$ cat src/rtl/an_rx_tone_uart_if.sv
// rtl/an_rx_tone_uart_if.sv - level-window input and decoded-byte output bundle for the tone UART receiver
interface an_rx_tone_uart_if;
  logic [11:0] LVs_i;
  logic        DONE_i;
  logic        TONE_o;
  logic [7:0]  DATs_o;
  logic        VALID_o;
  logic        FERR_o;
  logic        BUSY_o;

  // Upstream side: the level detector feeding windows and whoever consumes bytes
  modport master (
    output LVs_i, DONE_i,
    input  TONE_o, DATs_o, VALID_o, FERR_o, BUSY_o
  );

  // Receiver side
  modport slave (
    input  LVs_i, DONE_i,
    output TONE_o, DATs_o, VALID_o, FERR_o, BUSY_o
  );
endinterface

$ cat src/rtl/an_rx_tone_uart.sv
// rtl/an_rx_tone_uart.sv - hysteresis tone detector with debounce feeding a window-counted UART frame decoder
module an_rx_tone_uart #(
  parameter logic [11:0] C_TH_ON  = 12'd800,
  parameter logic [11:0] C_TH_OFF = 12'd400,
  parameter int unsigned C_DEB    = 2,
  parameter int unsigned C_SPB    = 4
) (
  input logic               CK_i,
  input logic               SRST_i,
  an_rx_tone_uart_if.slave  bus
);

  localparam logic [3:0] C_DEB_W  = 4'(C_DEB);
  localparam logic [7:0] C_SPB_W  = 8'(C_SPB);
  localparam logic [7:0] C_HALF_W = 8'(C_SPB / 2);

  typedef enum logic [2:0] {
    S_IDLE     = 3'd0,
    S_START    = 3'd1,
    S_DATA     = 3'd2,
    S_STOP     = 3'd3,
    S_WAIT_OFF = 3'd4
  } state_t;

  // Tone detector state
  logic       tone_q;
  logic [3:0] deb_q;
  logic [3:0] deb_inc;
  logic       qual;

  // Frame decoder state
  state_t     state_q, state_d;
  logic [7:0] cnt_q, cnt_d, cnt_inc;
  logic [2:0] idx_q, idx_d;
  logic [7:0] shreg_q, shreg_d;
  logic [7:0] dat_q, dat_d;
  logic       valid_q, valid_d;
  logic       ferr_q, ferr_d;
  logic       busy;

  // Hysteresis qualification: the threshold that matters depends on the current tone state
  always_comb begin
    qual    = tone_q ? (bus.LVs_i < C_TH_OFF) : (bus.LVs_i >= C_TH_ON);
    deb_inc = (deb_q == 4'hF) ? deb_q : deb_q + 4'd1;
    cnt_inc = (cnt_q == 8'hFF) ? cnt_q : cnt_q + 8'd1;
  end

  // Debounce: toggle the tone only after C_DEB consecutive qualifying windows
  always_ff @(posedge CK_i) begin
    if (SRST_i) begin
      tone_q <= 1'b0;
      deb_q  <= 4'd0;
    end else if (bus.DONE_i) begin
      if (qual) begin
        if (deb_inc >= C_DEB_W) begin
          tone_q <= ~tone_q;
          deb_q  <= 4'd0;
        end else begin
          deb_q <= deb_inc;
        end
      end else begin
        deb_q <= 4'd0;
      end
    end
  end

  // Frame decoder state register; strobes fall back to zero on every non-decision cycle
  always_ff @(posedge CK_i) begin
    if (SRST_i) begin
      state_q <= S_IDLE;
      cnt_q   <= 8'd0;
      idx_q   <= 3'd0;
      shreg_q <= 8'h00;
      dat_q   <= 8'h00;
      valid_q <= 1'b0;
      ferr_q  <= 1'b0;
    end else begin
      state_q <= state_d;
      cnt_q   <= cnt_d;
      idx_q   <= idx_d;
      shreg_q <= shreg_d;
      dat_q   <= dat_d;
      valid_q <= valid_d;
      ferr_q  <= ferr_d;
    end
  end

  // Next-state logic; decisions use tone_q as registered before this window, one window late
  always_comb begin
    state_d = state_q;
    cnt_d   = cnt_q;
    idx_d   = idx_q;
    shreg_d = shreg_q;
    dat_d   = dat_q;
    valid_d = 1'b0;
    ferr_d  = 1'b0;
    if (bus.DONE_i) begin
      case (state_q)
        S_IDLE: begin
          if (tone_q) begin
            state_d = S_START;
            cnt_d   = 8'd1;
          end
        end
        S_START: begin
          cnt_d = cnt_inc;
          // Mid-start-bit check rejects short tone bursts silently
          if (cnt_inc >= C_HALF_W) begin
            cnt_d = 8'd0;
            if (tone_q) begin
              state_d = S_DATA;
              idx_d   = 3'd0;
            end else begin
              state_d = S_IDLE;
            end
          end
        end
        S_DATA: begin
          cnt_d = cnt_inc;
          if (cnt_inc >= C_SPB_W) begin
            cnt_d          = 8'd0;
            shreg_d[idx_q] = tone_q;
            if (idx_q == 3'd7) begin
              state_d = S_STOP;
            end else begin
              idx_d = idx_q + 3'd1;
            end
          end
        end
        S_STOP: begin
          cnt_d = cnt_inc;
          if (cnt_inc >= C_SPB_W) begin
            cnt_d = 8'd0;
            if (!tone_q) begin
              dat_d   = shreg_q;
              valid_d = 1'b1;
              state_d = S_IDLE;
            end else begin
              ferr_d  = 1'b1;
              state_d = S_WAIT_OFF;
            end
          end
        end
        S_WAIT_OFF: begin
          // A stuck-on tone must drop before a new frame can start
          if (!tone_q) begin
            state_d = S_IDLE;
          end
        end
        default: begin
          state_d = S_IDLE;
          cnt_d   = 8'd0;
        end
      endcase
    end
  end

  // Output decode
  always_comb begin
    busy = (state_q != S_IDLE);
  end

  assign bus.TONE_o  = tone_q;
  assign bus.DATs_o  = dat_q;
  assign bus.VALID_o = valid_q;
  assign bus.FERR_o  = ferr_q;
  assign bus.BUSY_o  = busy;

endmodule

$ cat src/flat_wrapper.sv
// flat-port wrapper written by rule: the top's interface ports become plain ports
module an_rx_tone_uart_flat 
#(
  parameter logic [11:0] C_TH_ON  = 12'd800,
  parameter logic [11:0] C_TH_OFF = 12'd400,
  parameter int unsigned C_DEB    = 2,
  parameter int unsigned C_SPB    = 4
)
  (CK_i, SRST_i, bus_LVs_i, bus_DONE_i, bus_TONE_o, bus_DATs_o, bus_VALID_o, bus_FERR_o, bus_BUSY_o);
  an_rx_tone_uart_if bus_i ();
  input logic CK_i;
  input logic SRST_i;
  input wire logic [$bits(bus_i.LVs_i)-1:0] bus_LVs_i;
  input wire logic [$bits(bus_i.DONE_i)-1:0] bus_DONE_i;
  output wire logic [$bits(bus_i.TONE_o)-1:0] bus_TONE_o;
  output wire logic [$bits(bus_i.DATs_o)-1:0] bus_DATs_o;
  output wire logic [$bits(bus_i.VALID_o)-1:0] bus_VALID_o;
  output wire logic [$bits(bus_i.FERR_o)-1:0] bus_FERR_o;
  output wire logic [$bits(bus_i.BUSY_o)-1:0] bus_BUSY_o;
  assign bus_i.LVs_i = bus_LVs_i;
  assign bus_i.DONE_i = bus_DONE_i;
  assign bus_TONE_o = bus_i.TONE_o;
  assign bus_DATs_o = bus_i.DATs_o;
  assign bus_VALID_o = bus_i.VALID_o;
  assign bus_FERR_o = bus_i.FERR_o;
  assign bus_BUSY_o = bus_i.BUSY_o;
  an_rx_tone_uart #(.C_TH_ON(C_TH_ON), .C_TH_OFF(C_TH_OFF), .C_DEB(C_DEB), .C_SPB(C_SPB)) u_core (.CK_i(CK_i), .SRST_i(SRST_i), .bus(bus_i));
endmodule
$ cat config.mk
export PLATFORM = sky130hd
export DESIGN_NAME = an_rx_tone_uart_flat
export DESIGN_NICKNAME = d
export VERILOG_FILES = /design/src/rtl/an_rx_tone_uart_if.sv /design/src/rtl/an_rx_tone_uart.sv /design/src/flat_wrapper.sv
export SDC_FILE = /design/constraint.sdc
export NUM_CORES = 1
export LEC_CHECK = 0
export BUFFER_PORTS_ARGS = -buffer_cell sky130_fd_sc_hd__clkbuf_2
export CORE_MARGIN = 3
export CORE_UTILIZATION = 60
export CTS_CLUSTER_SIZE = 30
export DETAILED_ROUTE_END_ITERATION = 8
export GPL_TIMING_DRIVEN = 1
export HOLD_SLACK_MARGIN = 0.08
export PLACE_DENSITY = 0.93
export SYNTH_ARGS = -nofsm -noshare
export SYNTH_HDL_FRONTEND = slang
export SYNTH_SLANG_ARGS = --single-unit
$ cat constraint.sdc
create_clock -name CK_i -period 4.1 [get_ports CK_i]
set_input_delay 0.41 -clock CK_i [delete_from_list [all_inputs] [get_ports CK_i]]
set_output_delay 0.41 -clock CK_i [all_outputs]
set_load 0.01 [all_outputs]
==> results of run 1 <==
-- logic make-up (layout without fill, tap and decap cells) --
family | Yosys count | after routing | synth area share
muxes | 18 | 18 | 0.09628
xor gates and xnor gates | 1 | 1 | 0.004649
adders and majority gates | 5 | 5 | 0.03320
and+or+nand+nor | 90 | 90 | 0.2537
AOI/OAI and AO/OA | 43 | 43 | 0.1720
DFF | 37 | 37 | 0.3931
buffers and inverters | 17 | 37 | 0.04714
-- layer usage --
layer	up-vias	wire length (um)	GRT usage
met5	-	0	0
met4	0	57	0.08485
met3	5	232	0.05165
met2	60	1770	0.3462
met1	743	1668	0.2828
li1	809	-	-
-- report_power, final --
part / total [mW] / switching (mW) / internal [mW] / leakage, nW
Sequential: 0.370 / 0.00748 / 0.363 / 0.298
Clock: 0.205 / 0.122 / 0.0836 / 0.0382
Combinational: 0.0467 / 0.0277 / 0.0190 / 0.447
Total: 0.622 / 0.157 / 0.465 / 0.783
-- Yosys cell counts (2+ instances only) --
master and number:
a22o_1 2, nand3_1 9, nor3b_1 2, o21ai_0 5, nand2_1 32, nand4_1 3, inv_1 6, nor2_1 9
ha_1 5, or3_1 3, dfxtp_1 37, o21a_1 2, a21oi_1 10, buf_2 2, a211oi_1 5, a41o_1 2
mux2i_1 17, and2_1 12, buf_6 3, nand2b_1 2, nor4b_1 2, o41ai_1 2, nor3_1 7, clkbuf_1 5
-- cell type report --
type	count	share of cell area
multi-input cells	157	0.5137
flip-flops and latches	37	0.3608
repair buffers	23	0.05728
well taps	42	0.02559
clock buffers	6	0.02498
inverters	6	0.01097
clock inverters	2	0.006703
-- registers in the layout (all words and copies together), names as in the netlist --
register / cells
u_core.bus.DATs_o: 8
u_core.bus.FERR_o: 1
u_core.bus.TONE_o: 1
u_core.bus.VALID_o: 1
u_core.cnt_q: 8
u_core.deb_q: 4
u_core.idx_q: 3
u_core.shreg_q: 8
u_core.state_q: 3
-- worst max-delay path: stages (launching register included) --
cell	delay [ps]
dfxtp_1	460
ha_1	250
nand4_1	220
o31ai_2	1040
a211oi_1	190
buf_4	260
and2_1	170
-- metrics by stage --
step           cells  hold slack (ps)  setup slack [ps]  power (mW)
2_1_floorplan    211            430.5              2267      0.4102
3_3_place_gp     265            442.6              1532      0.4229
3_5_place_dp     265            444.8              1435      0.4241
4_1_cts          273            383.3              1420      0.6264
5_1_grt          273            405.8              1242      0.6464
6_report         273            397.8              1422      0.6222
-- cells in the final DEF (no fill, tap or decap), types with 2 or more instances in the layout --
master    synthesis  routed
nor3b_1           2       2
nor4b_1           2       2
clkbuf_2          0      22
nand4_1           3       3
mux2i_1          17      17
o21a_1            2       2
inv_1             6       6
or3_1             3       3
o41ai_1           2       2
nand2b_1          2       2
nand2_1          32      32
ha_1              5       5
clkbuf_4          0       5
dfxtp_1          37      37
nor2_1            9       9
nand3_1           9       9
a41o_1            2       2
a211oi_1          5       5
a21oi_1          10      10
a22o_1            2       2
and2_1           12      12
o21ai_0           5       5
nor3_1            7       7
-- final timing paths --
path | endpoint
worst min register to register | u_core.bus.DATs_o[1]$_SDFFE_PP0P_
worst max-delay path | u_core.bus.VALID_o$_SDFF_PP0_
worst min-delay path | u_core.deb_q[0]$_SDFFE_PP0P_
worst max register to register | u_core.bus.VALID_o$_SDFF_PP0_
==> summary.md, run 1 <==
| Metric | Value |
|---|---|
| Outcome | finished, final reports clean |
| Worst hold start | SRST_i |
| First-pass DRT Iterations | 4 |
| DP HPWL | 2.622 mm |
| FFs w/ async S/R, synth | 0 |
| Post-CTS sizing | 0 |
| Die W | 62.04 um |
| RSZ-0062 raised after global routing | no |
| Worst hold stages | 2 |
| CTS buffer count | 5 |
| Leakage power | 0.7835 nW |
| Post-Route WL | 3.728 mm |
| Gr usage total | 0.2171 |
| Fraction of layout cells with a size suffix above 1 | 0.1861 |
| EDFF count, synth | 0 |
| Peak VDD IR | 0.0003077 V |
| CP startpoint | u_core.cnt_q[0]$_SDFFE_PP0P_ |
| Rel. slew slack | 0.1655 |
| First-pass GRT wire length | 6.251 mm |
| Synth top area share | 0.3931 |
| FILL cells | 217 |
| Synthesized area | 1884 sq um |
| CTS sink cnt | 37 |
| Row Count | 19 |
| Vias in the first global route | 1460 |
| # diodes | 0 |
| CP Max Fanout | 16 |
| Iteration-0 DRC count of the detailed router | 106 |
| Worst-Skew Late Latency | 340 ps |
| Worst-Margin Slew | 1244 ps |
| Starting density of the core | 0.6551 |
| Port Buf Inserts | 22 |
| Prevailing post-synth register cell | dfxtp_1 |
| Hold Crit Class | in2reg |
| Bufs on Longest Clock Path | 2 |
| CORE AREA | 2877 sq um |
| PwrDens | 303.0 nW/um^2 |
| CP endpoint kind | flop |
| Nets | 250 |
| Setup Buffers After CTS | 0 |
| Congestion Overflow GR | 0 |
| Yosys warning count | 0 |
| Routed len/inst | 13.66 um |
| Initial antenna violation count | 0 |
| Die ar. | 3849 sq um |
| Post-CTS Hold Buffers | 0 |
| Unique cell type count in the Yosys netlist | 51 |
| Synth area leaders | dfxtp_1 (39%), mux2i_1 (9.0%), nand2_1 (6.4%) |
| Root Buffer | clkbuf_4 |
| Drt via density | 5.923 |
| Avg Cell Area, Syn | 8.930 sq um |
| Hold Vio Cnt, Final | 0 |
| Tcrit/Tclk final | 0.6531 |
| Register area | 740.7 sq um |
| Clock transition at the registers of the reported paths | 120 ps |
| CP Data Arrival Time | 2930 ps |
| Slew Limit Fails | 0 |
| FF-to-FF path depth | 6 |
| Fin area | 2053 sq um |
| Residual DRC count | 0 |
| Syn Nets | 231 |
| Worst EP required | 4350 ps |
| # Max-Cap Violations | 0 |
| Ports | 27 |
| Min cycle time layout | 2678 ps |
| Setup TNS | 0 ps |
| Synth Register Bits | 37 |
| Die Y-Extent | 62.04 um |
| Layout area overhead | 8.964% |
| Area occupied by multi-input gates | 1055 sq um |
| H-tree depth | 2 |
| Layout Utilization | 0.7138 |
| Reg-to-reg critical path startpoint | u_core.cnt_q[0]$_SDFFE_PP0P_ |
| Number of routed nets with antenna violations | 0 |
| Setup violators final | 0 |
| Post-synthesis sequential area ratio | 0.3931 |
| Vias | 1617 |
| R2R setup slack | 1420 ps |
| CTS tree | built |
| Placed inst area | 1988 sq um |
| Area leader, netlist | dfxtp_1 |
| Largest net degree at the start of global routing | 25 |
| Worst Path Class, Setup | reg2reg |
| Achievable frequency | 373.4 MHz |
| Final Wtd Congestion | 0.8545 |
| CP startpoint kind | flop |
| Worst Skew | 11.82 ps |
| Mapped Cells | 211 |
Power figures use the tool's default switching activity.
==> inputs of run 2 (changes only) <==
--- a/config.mk
+++ b/config.mk
@@ -5,14 +5,15 @@
 export SDC_FILE = /design/constraint.sdc
 export NUM_CORES = 1
 export LEC_CHECK = 0
+export ABC_AREA = 1
 export BUFFER_PORTS_ARGS = -buffer_cell sky130_fd_sc_hd__clkbuf_2
 export CORE_MARGIN = 3
-export CORE_UTILIZATION = 60
+export CORE_UTILIZATION = 57
 export CTS_CLUSTER_SIZE = 30
 export DETAILED_ROUTE_END_ITERATION = 8
 export GPL_TIMING_DRIVEN = 1
 export HOLD_SLACK_MARGIN = 0.08
-export PLACE_DENSITY = 0.93
+export PLACE_DENSITY = 0.89
 export SYNTH_ARGS = -nofsm -noshare
 export SYNTH_HDL_FRONTEND = slang
 export SYNTH_SLANG_ARGS = --single-unit
==> constraint.sdc (replaced) <==
create_clock -name CK_i -period 2.75 [get_ports CK_i]
set_input_delay 0.275 -clock CK_i [delete_from_list [all_inputs] [get_ports CK_i]]
set_output_delay 0.275 -clock CK_i [all_outputs]
set_load 0.01 [all_outputs]
==> summary.md, run 2 <==
| Metric | Value |
|---|---|
| Number of routed nets with antenna violations | 0 (unchanged) |
| Setup TNS | 0 ps (unchanged) |
| Initial antenna violation count | 0 (unchanged) |
| Hold slack | 353.4 ps (-44.38 ps) |
| Mapped Cells | 305 (+45%) |
| Die ar. | 4373 sq um (+14%) |
| Achievable frequency | 484.0 MHz (+30%) |
| Ports | 27 (unchanged) |
| CP Data Arrival Time | 2360 ps (-570 ps) |
| Routed len/inst | 10.53 um (-23%) |
| Congestion Overflow GR | 0 (unchanged) |
| Leakage power | 1.072 nW (+37%) |
| Worst EP required | 3040 ps (-1310 ps) |
| Unique cell type count in the Yosys netlist | 35 (-31%) |
| Largest net degree at the start of global routing | 26 (+4.0%) |
| Layout area overhead | 9.411% |
| Iteration-0 DRC count of the detailed router | 136 (+28%) |
| Starting density of the core | 0.6033 (-0.05177) |
| Post-synthesis sequential area ratio | 0.3594 (-0.03365) |
| DP HPWL | 2.936 mm (+12%) |
| Worst Path Class, Setup | reg2reg |
| # diodes | 0 (unchanged) |
| Drt via density | 5.214 (-12%) |
| Hold Vio Cnt, Final | 0 (unchanged) |
| Port Buf Inserts | 22 (unchanged) |
| Peak VDD IR | 0.0002536 V (-18%) |
| Worst-Skew Late Latency | 350 ps (about the same) |
| Fraction of layout cells with a size suffix above 1 | 0.1738 (-0.01237) |
| # Max-Cap Violations | 0 (unchanged) |
| Synth area leaders | dfxtp_1 (36%), nand2_1 (14%), nor2_1 (8.4%) |
| CP startpoint kind | flop |
| FFs w/ async S/R, synth | 0 (unchanged) |
| CTS buffer count | 5 (unchanged) |
| Synth top area share | 0.3594 (-0.03365) |
| PwrDens | 465.5 nW/um^2 (+54%) |
| Die Y-Extent | 66.13 um (+6.6%) |
| First-pass DRT Iterations | 4 (unchanged) |
| CP Max Fanout | 17 (+1) |
| Setup ws final | 683.8 ps (-738.3 ps) |
| Residual DRC count | 0 (unchanged) |
| Vias | 1950 (+21%) |
| Tcrit/Tclk final | 0.7513 (+0.09821) |
| Post-CTS Hold Buffers | 0 (unchanged) |
| Gr usage total | 0.2068 (-0.01030) |
| Worst-Margin Slew | 504.2 ps (-740.1 ps) |
| Worst Skew | 7.205 ps (-4.611 ps) |
| Most frequent cells in the layout | nand2_1 (77), nor2_1 (46), dfxtp_1 (37) |
| Synthesized area | 2061 sq um (+9.4%) |
| Root Buffer | clkbuf_4 |
| CTS sink cnt | 37 (unchanged) |
| H-tree depth | 2 (unchanged) |
| Rel. slew slack | 0.6634 (+0.4979) |
| Nets | 347 (+39%) |
| Die W | 66.13 um (+6.6%) |
| CP endpoint kind | flop |
| Most common cell in the synthesized netlist | nand2_1 |
| Clock transition at the registers of the reported paths | 110 ps (about the same) |
| Most common cell after layout, fill and taps aside | nand2_1 |
| Area leader, netlist | dfxtp_1 |
| Avg Cell Area, Syn | 6.756 sq um (-24%) |
| Synth Register Bits | 37 (unchanged) |
| Setup Buffers After CTS | 0 (unchanged) |
| EDFF count, synth | 0 (unchanged) |
| Yosys warning count | 0 (unchanged) |
| Outcome | finished, final reports clean |
| Post-Route WL | 3.940 mm (+5.7%) |
| Syn Nets | 325 (+41%) |
| Min cycle time layout | 2066 ps (-611.7 ps) |
| Row Count | 21 (+2) |
| Bufs on Longest Clock Path | 2 (unchanged) |
| Setup violators final | 0 (unchanged) |
| Place WS | 680.4 ps (-754.2 ps) |
| Prevailing post-synth register cell | dfxtp_1 |
| Hold Crit Class | in2reg |
| Final Wtd Congestion | 0.8681 (+1.6%) |
| Power, Total | 1.050 mW (+69%) |
| CORE AREA | 3416 sq um (+19%) |
| CTS tree | built |
| Vias in the first global route | 1746 (+20%) |
| First-pass GRT wire length | 7.065 mm (+13%) |
| Synth top cells by count | nand2_1 (77), nor2_1 (46), dfxtp_1 (37) |
| Post-CTS sizing | 0 (unchanged) |
| RSZ-0062 raised after global routing | no |
| Slew Limit Fails | 0 (unchanged) |
## run 2: cells by family (layout without fill, tap and decap cells)
family                     count (synthesis)  in the layout  synth area share
AOI/OAI and AO/OA                         29             29           0.08257
xor gates and xnor gates                   3              3           0.01275
adders and majority gates                  5              5           0.03036
buffers and inverters                     45             68           0.08985
DFF                                       37             37            0.3594
and+or+nand+nor                          186            186            0.4250
## run 2: final timing paths
kind	start	endpoint	slack (ps)	cells past startpoint
hold reg to reg	u_core.shreg_q[0]$_SDFFE_PP0P_	u_core.shreg_q[0]$_SDFFE_PP0P_	470	2
hold / removal	bus_DONE_i	u_core.deb_q[0]$_SDFFE_PP0P_	350	3
setup / recovery	u_core.cnt_q[0]$_SDFFE_PP0P_	u_core.bus.DATs_o[2]$_SDFFE_PP0P_	680	11
setup reg to reg	u_core.cnt_q[0]$_SDFFE_PP0P_	u_core.bus.DATs_o[2]$_SDFFE_PP0P_	680	11
## run 2: routing by layer
metal | part of all wire | up-vias | GRT usage
met5 | 0 | - | 0
met4 | 0.024 | 0 | 0.1066
met3 | 0.051 | 9 | 0.04252
met2 | 0.49 | 51 | 0.3445
met1 | 0.43 | 872 | 0.2487
li1 | - | 1018 | -
## run 2: layout make-up
cell class	count	area [sq um]
clock buffers	6	51.30
multi-input cells	223	1135
flip-flops and latches	37	740.7
repair buffers	23	117.6
clock inverters	2	13.76
fillers	315	1161
inverters	37	138.9
well taps	46	57.56
## run 2: worst max-delay path, stage by stage, from the launching register on
cell and delay [ps]:
dfxtp_1 440, ha_1 300, nand2_2 100, nor2_4 140
nand2_4 100, nand3_1 100, nor2_1 60, nand3_4 100
nand4_2 350, nand2_1 180, nand2_1 70, nor2_1 80
## run 2: where the power goes
group,leakage (nW),switching [mW],internal [mW]
Sequential,0.299,0.0231,0.549
Combinational,0.736,0.107,0.0592
Clock,0.0382,0.187,0.125
Total,1.07,0.316,0.733
## run 2: through the flow
step | util | cells | instance area (sq um)
after CTS | 0.6601 | 374 | 2255
after global routing | 0.6601 | 374 | 2255
after global placement | 0.6410 | 366 | 2190
final | 0.6601 | 374 | 2255
after detailed placement | 0.6410 | 366 | 2190
after floorplan | - | 305 | 2061
==> inputs of run 3 (changes only) <==
==> constraint.sdc (replaced) <==
create_clock -name CK_i -period 2 [get_ports CK_i]
set_input_delay 0.2 -clock CK_i [delete_from_list [all_inputs] [get_ports CK_i]]
set_output_delay 0.2 -clock CK_i [all_outputs]
set_load 0.01 [all_outputs]
==> summary.md, run 3 (synthesized netlist as in run 2, its figures left out) <==
| Metric | Value |
|---|---|
| CTS sink cnt | 37 (unchanged) |
| Pint | 1.143 mW (+56%) |
| Drt via density | 5.127 (-1.7%) |
| Post-Route WL | 4.274 mm (+8.5%) |
| Setup violators final | 0 (unchanged) |
| First-pass DRT Iterations | 4 (unchanged) |
| Worst Skew | 8.006 ps (+0.8014 ps) |
| Number of routed nets with antenna violations | 0 (unchanged) |
| Residual DRC count | 0 (unchanged) |
| Top Usage Layer GRT | met2 |
| Place WS | 179.4 ps (-501.0 ps) |
| Nets | 351 (+1.2%) |
| # Max-Cap Violations | 0 (unchanged) |
| CORE AREA | 3416 sq um (unchanged) |
| Clk network pwr share | 0.351 (+0.055) |
| Min cycle time layout | 1829 ps (-236.8 ps) |
| Power, Total | 1.584 mW (+51%) |
| Most common cell after layout, fill and taps aside | nand2_1 |
| Met1 usage | 0.2677 (+0.01897) |
| Final Wtd Congestion | 0.8708 (+0.31%) |
| Rel. slew slack | 0.7631 (+0.09966) |
| Starting density of the core | 0.6033 (unchanged) |
| Worst EP required | 2290 ps (-750 ps) |
| Worst-Skew Late Latency | 350 ps (about the same) |
| Met3 usage in global routing | 0.05782 (+0.01531) |
| Ports | 27 (unchanged) |
| Hold Vio Cnt, Final | 0 (unchanged) |
| RSZ-0062 raised after global routing | no |
| Outcome | finished, final reports clean |
| Root Buffer | clkbuf_4 |
| Layout Utilization | 0.6850 (+0.02491) |
| Peak VDD IR | 0.0004196 V (+65%) |
| Seq pwr share | 0.490 (-0.055) |
| PwrDens | 676.9 nW/um^2 (+45%) |
| Setup ws final | 170.6 ps (-513.2 ps) |
| Slew Limit Fails | 0 (unchanged) |
| DP HPWL | 3.003 mm (+2.3%) |
| Die Y-Extent | 66.13 um (unchanged) |
| Fraction of layout cells with a size suffix above 1 | 0.1958 (+0.02200) |
| Worst-Margin Slew | 352.1 ps (-152.1 ps) |
| Congestion Overflow GR | 0 (unchanged) |
| CP Max Fanout | 7 (-10) |
| Setup TNS | 0 ps (unchanged) |
| Hold slack | 279.7 ps (-73.70 ps) |
| Worst hold stages | 3 (unchanged) |
| Die ar. | 4373 sq um (unchanged) |
| Iteration-0 DRC count of the detailed router | 137 (+0.74%) |
| Row Count | 21 (unchanged) |
| Vias | 1938 (-0.62%) |
| FILL cells | 316 (+0.32%) |
| # diodes | 0 (unchanged) |
| Sw Pwr | 0.4411 mW (+39%) |
| Net Sw Frac | 0.2785 (-0.02301) |
| Hold Crit Class | in2reg |
| Layout area overhead | 13.54% |
| H-tree depth | 2 (unchanged) |
| Met2 usage | 0.3594 (+0.01487) |
| Routed len/inst | 11.31 um (+7.3%) |
| Bufs on Longest Clock Path | 2 (unchanged) |
| Leakage power | 1.105 nW (+3.1%) |
| Most frequent cells in the layout | nand2_1 (77), nor2_1 (44), dfxtp_1 (36) |
| Worst Path Class, Setup | reg2reg |
| Largest net degree at the start of global routing | 26 (unchanged) |
| Initial antenna violation count | 0 (unchanged) |
| CTS buffer count | 5 (unchanged) |
| Post-CTS Hold Buffers | 0 (unchanged) |
| Gr usage total | 0.2185 (+0.01174) |
| Vias in the first global route | 1782 (+2.1%) |
| FF-to-FF path depth | 11 (unchanged) |
| CP endpoint kind | flop |
| First-pass GRT wire length | 7.417 mm (+5.0%) |
| CTS tree | built |
| Combinational Power Share | 0.159 (about the same) |
| Clock transition at the registers of the reported paths | 120 ps (about the same) |
| Die W | 66.13 um (unchanged) |
| Achievable frequency | 546.6 MHz (+13%) |
| CP Data Arrival Time | 2120 ps (-240 ps) |
| CP startpoint kind | flop |
| Tcrit/Tclk final | 0.9147 (+0.1634) |
| Port Buf Inserts | 22 (unchanged) |
## run 3: final cells by class
class / instances / area, sq um / share of cell area
timing repair buffer: 27 / 160.2 / 0.06845
clock buffer: 6 / 51.30 / 0.02193
tap: 46 / 57.56 / 0.02460
multi-input combinational: 223 / 1152 / 0.4925
sequential: 37 / 742.0 / 0.3171
inverter: 37 / 138.9 / 0.05936
clock inverter: 2 / 37.54 / 0.01604
## run 3: critical path, cell delays in order, from the launching register on
cell and delay [ps]:
dfxtp_1 410, buf_4 160, nand3_1 110, o21bai_2 160
nand3_1 90, nor2_1 210, nand3_4 130, nand2_4 120
nand2_4 80, nand2_1 100, nand2_1 50, a21oi_1 130
## run 3: per-stage QoR
step                std cells  area [sq um]
finish                    378          2340
detailed placement        370          2232
floorplan                 305          2061
global placement          370          2232
global route              378          2340
CTS                       378          2321
## run 3: power by group through the flow
| stage | clock, mW | sequential [mW] | combinational [mW] |
|---|---|---|---|
| 6_report | 0.555 | 0.777 | 0.251 |
| 5_1_grt | 0.610 | 0.780 | 0.295 |
| 4_1_cts | 0.569 | 0.774 | 0.251 |
| 3_5_place_dp | 0 | 0.791 | 0.248 |
| 3_3_place_gp | 0 | 0.790 | 0.246 |
| 2_1_floorplan | 0 | 0.793 | 0.178 |
## run 3: repair_timing
action,in CTS,in global routing
buffers inserted,0,0
gates resized for setup,0,5
endpoints found under the setup margin,0,14
## run 3: metal layers
layer  up-vias  share of wire  routed length (um)
li1       1024              -                   -
met2        41           0.49                2101
met4         0          0.026                 110
met3        12          0.043                 183
met1       861           0.44                1879
met5         -              0                   0
## run 3: worst paths after layout
check	startpoint	endpoint	slack, ps
worst min register to register	u_core.shreg_q[0]$_SDFFE_PP0P_	u_core.shreg_q[0]$_SDFFE_PP0P_	470
worst max register to register	u_core.cnt_q[0]$_SDFFE_PP0P_	u_core.state_q[0]$_SDFFE_PP0P_	170
worst min-delay path	bus_DONE_i	u_core.bus.FERR_o$_SDFF_PP0_	280
worst max-delay path	u_core.cnt_q[0]$_SDFFE_PP0P_	u_core.state_q[0]$_SDFFE_PP0P_	170
